--- config.mk ---
export PLATFORM = sky130hd
export DESIGN_NAME = mem_req_initiator
export DESIGN_NICKNAME = d
export VERILOG_FILES = /design/src/rtl/mem_req_initiator.sv
export SDC_FILE = /design/constraint.sdc
export NUM_CORES = 1
export LEC_CHECK = 0
export CAP_MARGIN = 20
export CELL_PAD_IN_SITES_DETAIL_PLACEMENT = 1
export CELL_PAD_IN_SITES_GLOBAL_PLACEMENT = 1
export CORE_ASPECT_RATIO = 0.6
export CORE_MARGIN = 3
export CORE_UTILIZATION = 33
export DETAILED_ROUTE_END_ITERATION = 16
export PLACE_DENSITY_LB_ADDON = 0.12
export SLEW_MARGIN = 15
export SYNTH_ARGS = -nofsm -noshare
export SYNTH_HDL_FRONTEND = slang
export SYNTH_SLANG_ARGS = --single-unit
--- constraint.sdc ---
create_clock -name clk -period 4.9 [get_ports clk]
set_clock_uncertainty 0.15 [all_clocks]
set_input_delay 0.98 -clock clk [delete_from_list [all_inputs] [get_ports clk]]
set_output_delay 0.98 -clock clk [all_outputs]
set_load 0.02 [all_outputs]
--- src/rtl/mem_req_initiator.sv ---
// Core-side initiator for one shared-memory RAM port: issues a request, decodes the
// back packet, retries failed or timed-out attempts at rising priority, reports completion.
module mem_req_initiator #(
    parameter int CORE_ID         = 0,
    parameter int MAX_RETRY       = 3,
    parameter int RSP_TIMEOUT     = 8,
    parameter int CNT_W           = 16,
    parameter int LOCAL_ADDR_BITS = 8,
    parameter int DATA_WIDTH      = 32,
    parameter int PRI_BITS        = 3,
    parameter int CORE_ID_BITS    = 2
) (
    input  logic                                        clk,
    input  logic                                        rst,
    input  logic                                        req_valid,
    output logic                                        req_ready,
    input  logic                                        req_we,
    input  logic [LOCAL_ADDR_BITS-1:0]                  req_addr,
    input  logic [DATA_WIDTH-1:0]                       req_wdata,
    input  logic [PRI_BITS-1:0]                         req_pri,
    output logic                                        ram_valid,
    output logic                                        ram_we,
    output logic [LOCAL_ADDR_BITS-1:0]                  ram_local_addr,
    output logic [PRI_BITS-1:0]                         ram_pri,
    output logic [DATA_WIDTH-1:0]                       ram_wdata,
    output logic [CORE_ID_BITS-1:0]                     ram_core_id,
    input  logic                                        rsp_valid,
    input  logic [CORE_ID_BITS+PRI_BITS+DATA_WIDTH:0]   rsp_pkt,
    output logic                                        done_valid,
    output logic                                        done_ok,
    output logic [DATA_WIDTH-1:0]                       done_rdata,
    output logic [2:0]                                  done_attempts,
    output logic [CNT_W-1:0]                            fail_cnt
);

    localparam int TMR_W = (RSP_TIMEOUT > 2) ? $clog2(RSP_TIMEOUT) : 1;

    typedef enum logic [1:0] {
        S_IDLE,
        S_ISSUE,
        S_WAIT,
        S_DONE
    } state_t;

    state_t                       state, state_n;
    logic                         lat_we;
    logic [LOCAL_ADDR_BITS-1:0]   lat_addr;
    logic [DATA_WIDTH-1:0]        lat_wdata;
    logic [PRI_BITS-1:0]          pri_cur;
    logic [2:0]                   attempts;
    logic [TMR_W-1:0]             timer;
    logic [DATA_WIDTH-1:0]        rdata;
    logic                         ok;

    logic [CORE_ID_BITS-1:0]      rsp_cid;
    logic                         rsp_succ;
    logic [DATA_WIDTH-1:0]        rsp_data;
    logic [PRI_BITS-1:0]          unused_rsp_pri;
    logic                         rsp_hit;
    logic                         attempt_fail;
    logic                         retry;
    logic                         busy;

    assign rsp_data       = rsp_pkt[DATA_WIDTH-1:0];
    assign rsp_succ       = rsp_pkt[DATA_WIDTH];
    assign unused_rsp_pri = rsp_pkt[DATA_WIDTH+PRI_BITS:DATA_WIDTH+1];
    assign rsp_cid        = rsp_pkt[CORE_ID_BITS+PRI_BITS+DATA_WIDTH:DATA_WIDTH+PRI_BITS+1];

    // A failed attempt (negative response or timeout) either re-issues or finishes not-ok.
    always_comb begin
        state_n      = state;
        rsp_hit      = 1'b0;
        attempt_fail = 1'b0;
        retry        = 1'b0;
        case (state)
            S_IDLE:  if (req_valid) state_n = S_ISSUE;
            S_ISSUE: state_n = S_WAIT;
            S_WAIT: begin
                rsp_hit = rsp_valid && (rsp_cid == CORE_ID_BITS'(CORE_ID));
                if (rsp_hit) begin
                    if (rsp_succ) state_n = S_DONE;
                    else          attempt_fail = 1'b1;
                end else if (timer == TMR_W'(RSP_TIMEOUT - 1)) begin
                    attempt_fail = 1'b1;
                end
                if (attempt_fail) begin
                    if (32'(attempts) <= MAX_RETRY) begin
                        retry   = 1'b1;
                        state_n = S_ISSUE;
                    end else begin
                        state_n = S_DONE;
                    end
                end
            end
            S_DONE:  state_n = S_IDLE;
            default: state_n = S_IDLE;
        endcase
    end

    always_ff @(posedge clk) begin
        if (rst) begin
            state     <= S_IDLE;
            lat_we    <= 1'b0;
            lat_addr  <= '0;
            lat_wdata <= '0;
            pri_cur   <= '0;
            attempts  <= '0;
            timer     <= '0;
            rdata     <= '0;
            ok        <= 1'b0;
            fail_cnt  <= '0;
        end else begin
            state <= state_n;
            if (state == S_IDLE && req_valid) begin
                lat_we    <= req_we;
                lat_addr  <= req_addr;
                lat_wdata <= req_wdata;
                pri_cur   <= req_pri;
                attempts  <= 3'd1;
            end
            if (state == S_ISSUE)     timer <= '0;
            else if (state == S_WAIT) timer <= timer + TMR_W'(1);
            if (rsp_hit) rdata <= rsp_data;
            if (attempt_fail && fail_cnt != '1) fail_cnt <= fail_cnt + CNT_W'(1);
            if (retry) begin
                if (attempts != 3'd7) attempts <= attempts + 3'd1;
                if (pri_cur != '1)    pri_cur  <= pri_cur + PRI_BITS'(1);
            end
            if (state == S_WAIT && state_n == S_DONE) ok <= rsp_hit && rsp_succ;
        end
    end

    assign busy           = (state == S_ISSUE) || (state == S_WAIT);
    assign req_ready      = (state == S_IDLE) && !rst;
    assign ram_valid      = (state == S_ISSUE);
    assign ram_we         = busy && lat_we;
    assign ram_local_addr = busy ? lat_addr : '0;
    assign ram_pri        = busy ? pri_cur : '0;
    assign ram_wdata      = busy ? lat_wdata : '0;
    assign ram_core_id    = CORE_ID_BITS'(CORE_ID);
    assign done_valid     = (state == S_DONE);
    assign done_ok        = (state == S_DONE) && ok;
    assign done_rdata     = (state == S_DONE) ? rdata : '0;
    assign done_attempts  = (state == S_DONE) ? attempts : '0;

endmodule

-- Word level (Yosys, flattened, before mapping)
Index checks and enable logic that the tools add are counted.
- logic and storage cells: 62
- input bits: 86
- register bits: 101
- output and inout port bits: 101
- reduce and logical (&&, ||, !) cells: 13
- magnitude comparators: 1
- add/subtract/negate cells: 4
- equal/unequal tests: 8
- multiplexer cells: 26
- operator list (operator ; number):
    $mux W32 ; 2
    $mux W3 ; 8
    $add A16 B1 Y16 const B ; 1
    $ne A16 B16 Y1 const B ; 1
    $mux W2 ; 5
    $add A3 B1 Y3 const B ; 3
    $mux W1 ; 9
    $logic_and A1 B1 Y1 ; 8
    $mux W8 ; 1
    $pmux W2 S4 ; 1
    $eq A2 B2 Y1 const B ; 3
    $ne A3 B3 Y1 const B ; 2
    $logic_not A2 Y1 ; 2
    $eq A3 B3 Y1 const B ; 1
    $le A3 B2 Y1 const B ; 1
    $eq A2 B1 Y1 const B ; 1
    $reduce_or A2 Y1 ; 1
    $logic_not A1 Y1 ; 1
    $logic_or A1 B1 Y1 ; 1

-- Logic depth before layout (Yosys ltp)
Gate-level depths: netlist (run 1).
- word-level depth: 8
- mapped depth: 7
- depth with buffers taken out: 7

-- Least setup slack after synthesis (run 1)
OpenSTA, ideal clock, no wires.
- path type: input-to-reg
- start point: input rsp_pkt[37]
- end point: register fail_cnt[15]
- data required time: 4629 ps
- data arrival time: 2400 ps
- stages: 5
- buffers on the path: 0
- setup slack: 2229 ps
- library setup time: 121 ps
- path through: nor3b_4 -> mux2i_4 -> nand4_4 -> nor4b_2 -> mux2_2
- cells in the longest elaborated chain, start to end: 6
- RTL lines (what ; RTL line ; source):
    from (decl) ; 28 ; input logic [CORE_ID_BITS+PRI_BITS+DATA_WIDTH:0] rsp_pkt,
    $logic_not A2 Y1 ; 79 ; rsp_hit = rsp_valid && (rsp_cid == CORE_ID_BITS'(CORE_ID));
    $logic_and A1 B1 Y1 ; 79 ;
    $mux W1 ; 80 ; if (rsp_hit) begin
    $mux W1 (2 in series) ; 75 ; case (state)
    $logic_and A1 B1 Y1 ; 124 ; if (attempt_fail && fail_cnt != '1) fail_cnt <= fail_cnt + CNT_W'(1);
    to (signal assigned) ; 124 ;
    to (decl) ; 33 ; output logic [CNT_W-1:0] fail_cnt
No other way between the ends. The select of a mux whose other input is x is not followed.
A chain may end at the register's enable or synchronous reset.

-- Worst setup path in the final report (run 1)
- start point: register state[0]
- end point: output ram_wdata[29]
- cells in the longest elaborated chain, start to end: 3
- elaborated cells between the ends (all ways): 4
- classes of those cells: eq/ne (2); mux (1); reduce/logical (1)
- RTL lines (what ; RTL line ; source):
    from (decl) ; 45 ; state_t state, state_n;
    from (signal assigned) ; 113 ; state <= state_n;
    $eq A2 B1 Y1 / $eq A2 B2 Y1 (equally long branches) ; 133 ; assign busy = (state == S_ISSUE) || (state == S_WAIT);
    $logic_or A1 B1 Y1 * ; 133 ;
    $mux W32 * ; 139 ; assign ram_wdata = busy ? lat_wdata : '0;
    to (decl) ; 25 ; output logic [DATA_WIDTH-1:0] ram_wdata,
Every way passes the cells marked *; elsewhere a longest branch is shown, timed or not.

==> results.ini, run 1 <==
[status]
status = finished clean

[layout]
num-fill-cells = 1565
drive_gt1_share_pct = 4.81
finalNetCount = 842
utilization_pct = 51.9
syn_to_final_growth_pct = 49.5
seqCellArea_um2 = 2020
diodes = 0
multi_input_area_um2 = 2380

[sta]
grt_setup_unrepaired = false
tightest_slew_ps = 809
post-route-period-util_pct = 71.1
setup_viol = 0
fmax_ghz = 0.287
finalHoldViolCount = 0
slew_headroom_pct = 45.9
maxSlewViolCount = 0
min_period_ps = 3480
finalSetupTns_ps = 0

[detailed_routing]
avgRoutedWirePerCell_um = 15.9
drc = 0
vias_per_cell = 4.87
via_count = 4471
drtIter0Drc = 200
drt_wl_total_um = 14600
antenna_left = 0
drt-pass1-iter-count = 4

[power]
leakage_uw = 0.00249
switching_share_pct = 31.2
ir_worst_vdd_mv = 0.163
p_int_uw = 1490
switching_power_uw = 676
power_density_nw_per_um2 = 316
seqPwrFrac_pct = 42.2
pwr-share-comb_pct = 25.9
clkPwrFrac_pct = 31.8

[cts]
htreeDepth = 3
cts_root_buf = clkbuf_16
clock-sinks = 101
ctsHoldBuffers = 0
cts_buffer_depth = 2
ctsResizeCount = 0
numCtsBuffers = 9
path_clk_slew_ps = 70
cts_setup_buffers = 0
cts_tree = built
clkLatencyLatePin_ps = 340

[global_routing]
grt_max_degree = 103
grt_overflow = 0
track_usage_pct = 18.7
antenna_found_initial = 0
grt_pass1_wl_um = 23600
grt_pass1_vias = 4661

[synthesis]
async_reset_ff_share_pct = 0
netlist_instances = 580
yosysTopAreaCell = dfxtp_1
yosys-top-cells-area = dfxtp_1 44%, nand2_1 13%, and2_1 11%
synth_top_cell_area_share_pct = 44.1
avgSynthCellArea_um2 = 7.90
ys_ff_latch = 101
ys_warn_count = 0
synth_ff_type = dfxtp_1
yosysSeqAreaShare_pct = 44.1
synth_cell_type_count = 44
synth-edff-count = 0
syn-cell-area_um2 = 4580
yosysMostFrequentCell = nand2_1
synth_common_cells = 156 x nand2_1, 101 x dfxtp_1, 88 x a21oi_1

[critical_path]
required_ps = 3770
start_kind = flop
critical_path_class = reg2out
cp-startpoint = state[0]
worstPathMaxFanout = 44
r2r-start = state[0]
cp.arrival_ps = 2350
crit_path_end_kind = output port

[floorplan]
core_area_um2 = 13200
die_h_um = 97.3
rows = 32
start_util_pct = 34.7
die_area_um2 = 15400
pin_count = 187
die_x_um = 158

[hold_path]
hp-start = lat_wdata[27]
hp-class = reg2reg

[placement]
portBuffers = 181
dpl.hpwl_um = 10400
place_congestion = 0.746

[run]
cap_violations = 0

[path summary, 6_finish.rpt]
kind | end | slack [ps] | cells past startpoint
setup reg to reg | rdata[20] | 2250 | 6
hold reg to reg | lat_wdata[27] | 300 | 2
hold / removal | lat_wdata[27] | 300 | 2
setup / recovery | ram_wdata[29] | 1420 | 5
[state kept, by name, summed over array words and instances, names as in the netlist]
signal and flops:
state 2, pri_cur 3, attempts 3, ok 1, lat_wdata 32, fail_cnt 16
timer 3, lat_we 1, rdata 32, lat_addr 8
[logic make-up (layout without fill, tap and decap cells)]
group	after synthesis	count (layout)	synth area share, %
other	1	2	0.0818
AND/OR/NAND/NOR	298	298	32.6
adder cells (fa/ha/maj)	13	13	3.55
AO/OA/AOI/OAI	110	110	13.1
XOR/XNOR	3	3	0.573
flip-flops	101	101	44.1
multiplexers	8	8	2.07
buffers and inverters	46	213	3.96
[final cells by class]
class	instances	area share, %
multi-input combinational	434	34.8
sequential	101	29.5
timing repair buffer	189	28.0
clock buffer	12	3.74
tap	170	3.10
clock inverter	4	0.475
inverter	8	0.438
[cells in the final DEF, fill, tap and decap left out, types with 2 or more instances in the layout]
cell type        count
o31ai_1              6
clkbuf_8             2
clkinvlp_4           2
nand2_1            156
inv_1                8
nand4_1              4
o21ai_0              8
nand3_1              6
nand2b_1             2
and3_1               2
clkdlybuf4s50_1    180
nor3_1               3
a311oi_1             2
clkinv_4             2
or3_1                9
nor2_1              14
dfxtp_1            101
nand4b_1             2
or4_1                4
buf_16               2
or2_2                2
and4_2               2
a21oi_1             88
ha_1                13
buf_4                6
mux2i_1              5
nor2b_1              2
mux2_2               2
and2_1              82
conb_1               2
xor2_1               2
clkbuf_16            9
[critical path: stages (launching register included)]
cell and delay (ps):
dfxtp_1 420, inv_1 120, ha_1 290, buf_4 350, and2_1 190, clkdlybuf4s50_1 640
[through the flow]
step	setup slack [ps]	cells	total power (uW)	cell area, um^2	hold WS, ps
floorplan	2230	581	1250	4590	282
detailed placement	1480	899	1500	6500	292
global placement	1510	899	1480	6500	287
global route	1270	918	2310	6860	322
finish	1420	918	2170	6860	299
CTS	1130	915	2200	6790	302
[power by group through the flow]
stage	combinational, uW	clock [uW]	sequential [uW]
after detailed placement	566	0	936
after CTS	569	716	916
after global placement	550	0	930
after floorplan	324	0	925
final	562	691	916
after global routing	622	760	924
[layer usage]
metal | vias to the layer above | track usage, % | part of all wire (%)
met1 | 2119 | 24.7 | 46
met5 | - | 0 | 0
met3 | 6 | 5.34 | 6.2
met4 | 0 | 3.30 | 0.40
met2 | 110 | 30.9 | 48
li1 | 2236 | - | -
Note: power is estimated with default switching activity, not from simulation.
==> run 2: changes to the inputs <==
--- a/config.mk
+++ b/config.mk
@@ -10,7 +10,7 @@
 export CELL_PAD_IN_SITES_GLOBAL_PLACEMENT = 1
 export CORE_ASPECT_RATIO = 0.6
 export CORE_MARGIN = 3
-export CORE_UTILIZATION = 33
+export CORE_UTILIZATION = 30
 export DETAILED_ROUTE_END_ITERATION = 16
 export PLACE_DENSITY_LB_ADDON = 0.12
 export SLEW_MARGIN = 15
==> constraint.sdc (replaced) <==
create_clock -name clk -period 3.4 [get_ports clk]
set_clock_uncertainty 0.15 [all_clocks]
set_input_delay 0.68 -clock clk [delete_from_list [all_inputs] [get_ports clk]]
set_output_delay 0.68 -clock clk [all_outputs]
set_load 0.02 [all_outputs]
==> run 2 against run 1 <==
  * Wire length is 0.10% higher
  * Cell count is 3.3% higher
  * Register-to-register slack worse by 1200 ps
  * Non-clock buffer count is 2 higher
  * Power is 43% higher
  * Sequential power is 44% higher
  * Sequential cell count stayed put
  * Largest power group unchanged
  * Utilization is 5.2 points lower
  * Worst setup slack worse by 1200 ps
  * Combinational power is 46% higher
  * Critical path depth stayed put
  * Clock-buffer cell count is 3 lower
==> results.ini, run 2 (synthesis results as in run 1) <==
[critical_path]
rrSetupSlack_ps = 1090  ; -1160 ps
crit_path_end_kind = output port
required_ps = 2570  ; -1200 ps
r2r-end = fail_cnt[5]
cp.arrival_ps = 2330  ; -20 ps
rr_worst_depth = 5  ; -1
critical_path_class = reg2out
worstPathMaxFanout = 44  ; unchanged
r2r-start = state[0]
start_kind = flop

[detailed_routing]
drtIter0Drc = 207  ; +3.5%
via_count = 4488  ; +0.38%
drt_wl_total_um = 14600  ; +0.10%
vias_per_cell = 4.73  ; -2.8%
drc = 0  ; unchanged
avgRoutedWirePerCell_um = 15.4  ; -3.1%
wl_met1_um = 6790  ; +1.8%
antenna_left = 0  ; unchanged
highest_layer = met4
wl_met3_um = 991  ; +10%
drt-pass1-iter-count = 4  ; unchanged
route.met2.wl_um = 6720  ; -3.5%

[cts]
cts_root_buf = clkbuf_16
cts_setup_buffers = 0  ; unchanged
ctsHoldBuffers = 0  ; unchanged
clock-sinks = 101  ; unchanged
numCtsBuffers = 9  ; unchanged
path_clk_slew_ps = 70  ; about the same
htreeDepth = 3  ; unchanged
cts_tree = built
ctsResizeCount = 0  ; unchanged
clkLatencyLatePin_ps = 340  ; about the same
cts_buffer_depth = 2  ; unchanged

[floorplan]
start_util_pct = 31.1  ; -3.6 points
core_area_um2 = 14700  ; +11%
die_x_um = 166  ; +4.7%
pin_count = 187  ; unchanged
die_h_um = 102  ; +4.6%
die_area_um2 = 16800  ; +9.5%
rows = 34  ; +6.3%

[run]
cap_violations = 0  ; unchanged

[global_routing]
grt_pass1_wl_um = 23400  ; -0.93%
grt_max_degree = 103  ; unchanged
grt_pass1_vias = 4636  ; -0.54%
grt_overflow = 0  ; unchanged
track_usage_pct = 17.3  ; -1.5 points
antenna_found_initial = 0  ; unchanged

[layout]
drive_gt1_share_pct = 5.20  ; +0.39 points
reg_top3 = lat_wdata x32, rdata x32, fail_cnt x16
syn_to_final_growth_pct = 50.0
finalNetCount = 844  ; +0.24%
diodes = 0  ; unchanged
mostFrequentLayoutCells = 180 x clkdlybuf4s50_1, 156 x nand2_1, 101 x dfxtp_1, 88 x a21oi_1, 82 x and2_1
layout_commonest_cell = clkdlybuf4s50_1

[power]
leakage_uw = 0.00249  ; about the same
fin_total_pwr_uw = 3110  ; +43%
power_density_nw_per_um2 = 452  ; +43%
ir_worst_vdd_mv = 0.264  ; +62%

[sta]
grt_setup_unrepaired = false
post-route-period-util_pct = 92.9
finalHoldViolCount = 0  ; unchanged
slew_headroom_pct = 56.1  ; +10 points
finalSetupTns_ps = 0  ; unchanged
tightest_slew_ps = 659  ; -151 ps
setup_viol = 0  ; unchanged
min_period_ps = 3160
maxSlewViolCount = 0  ; unchanged
fmax_ghz = 0.316

[status]
status = finished clean

[hold_path]
hp-class = reg2reg
hp-start = rdata[17]
min_to = rdata[17]
hold_path_depth = 2  ; unchanged

[placement]
portBuffers = 181  ; unchanged
place_congestion = 0.737  ; -1.1%
dpl.hpwl_um = 10600  ; +2.0%

-- run 2: where the power goes --
group          leakage [uW]  total [uW]  internal (uW)  switching, uW
sequential         0.000821        1320           1270           48.9
combinational       0.00154         820            348            471
clock              0.000132         966            499            466
total               0.00249        3110           2120            986
-- run 2: per-layer routing --
| metal | vias to the layer above | GRT usage, % |
|---|---|---|
| met4 | 0 | 2.94 |
| li1 | 2241 | - |
| met5 | - | 0 |
| met2 | 114 | 28.1 |
| met3 | 11 | 5.23 |
| met1 | 2122 | 23.1 |
-- run 2: critical path, stage by stage (launching register included) --
cell and delay, ps:
dfxtp_1 430, inv_1 120, ha_1 290, buf_4 340, and2_1 190, clkdlybuf4s50_1 630
-- run 2: area by class of cell --
class	count	area (um^2)
Tap cell	198	248
Multi-Input combinational cell	434	2380
Timing Repair Buffer	191	1920
Fill cell	1797	7840
Inverter	8	30.0
Clock inverter	7	51.3
Sequential cell	101	2020
Clock buffer	9	225
-- run 2: worst max-delay path by stage --
stage / start / to / slack (ps) / depth (start not counted)
detailed placement: rsp_valid / fail_cnt[5] / 270 / 6
CTS: state[0] / ram_wdata[29] / 210 / 5
global placement: rsp_pkt[37] / fail_cnt[15] / 370 / 6
global route: state[0] / ram_local_addr[5] / 70 / 5
floorplan: rsp_pkt[37] / fail_cnt[15] / 1030 / 5
finish: state[0] / ram_wdata[29] / 240 / 5
-- run 2: through the flow --
stage | hold WS (ps) | utilization (%) | worst slack (ps) | area, um^2 | cells
3_5_place_dp | 293 | 44.7 | 274 | 6570 | 931
3_3_place_gp | 287 | 44.7 | 372 | 6570 | 931
4_1_cts | 304 | 46.5 | 209 | 6850 | 947
5_1_grt | 326 | 46.7 | 73.4 | 6880 | 948
6_report | 301 | 46.7 | 240 | 6880 | 948
2_1_floorplan | 282 | - | 1030 | 4590 | 581
==> run 3: changes to the inputs <==
--- a/config.mk
+++ b/config.mk
@@ -11,6 +11,7 @@
 export CORE_ASPECT_RATIO = 0.6
 export CORE_MARGIN = 3
 export CORE_UTILIZATION = 30
+export CTS_BUF_LIST = sky130_fd_sc_hd__clkbuf_16
 export DETAILED_ROUTE_END_ITERATION = 16
 export PLACE_DENSITY_LB_ADDON = 0.12
 export SLEW_MARGIN = 15
==> results of run 3 <==
The final DEF is identical to that of run 2; final timing and power are the same.
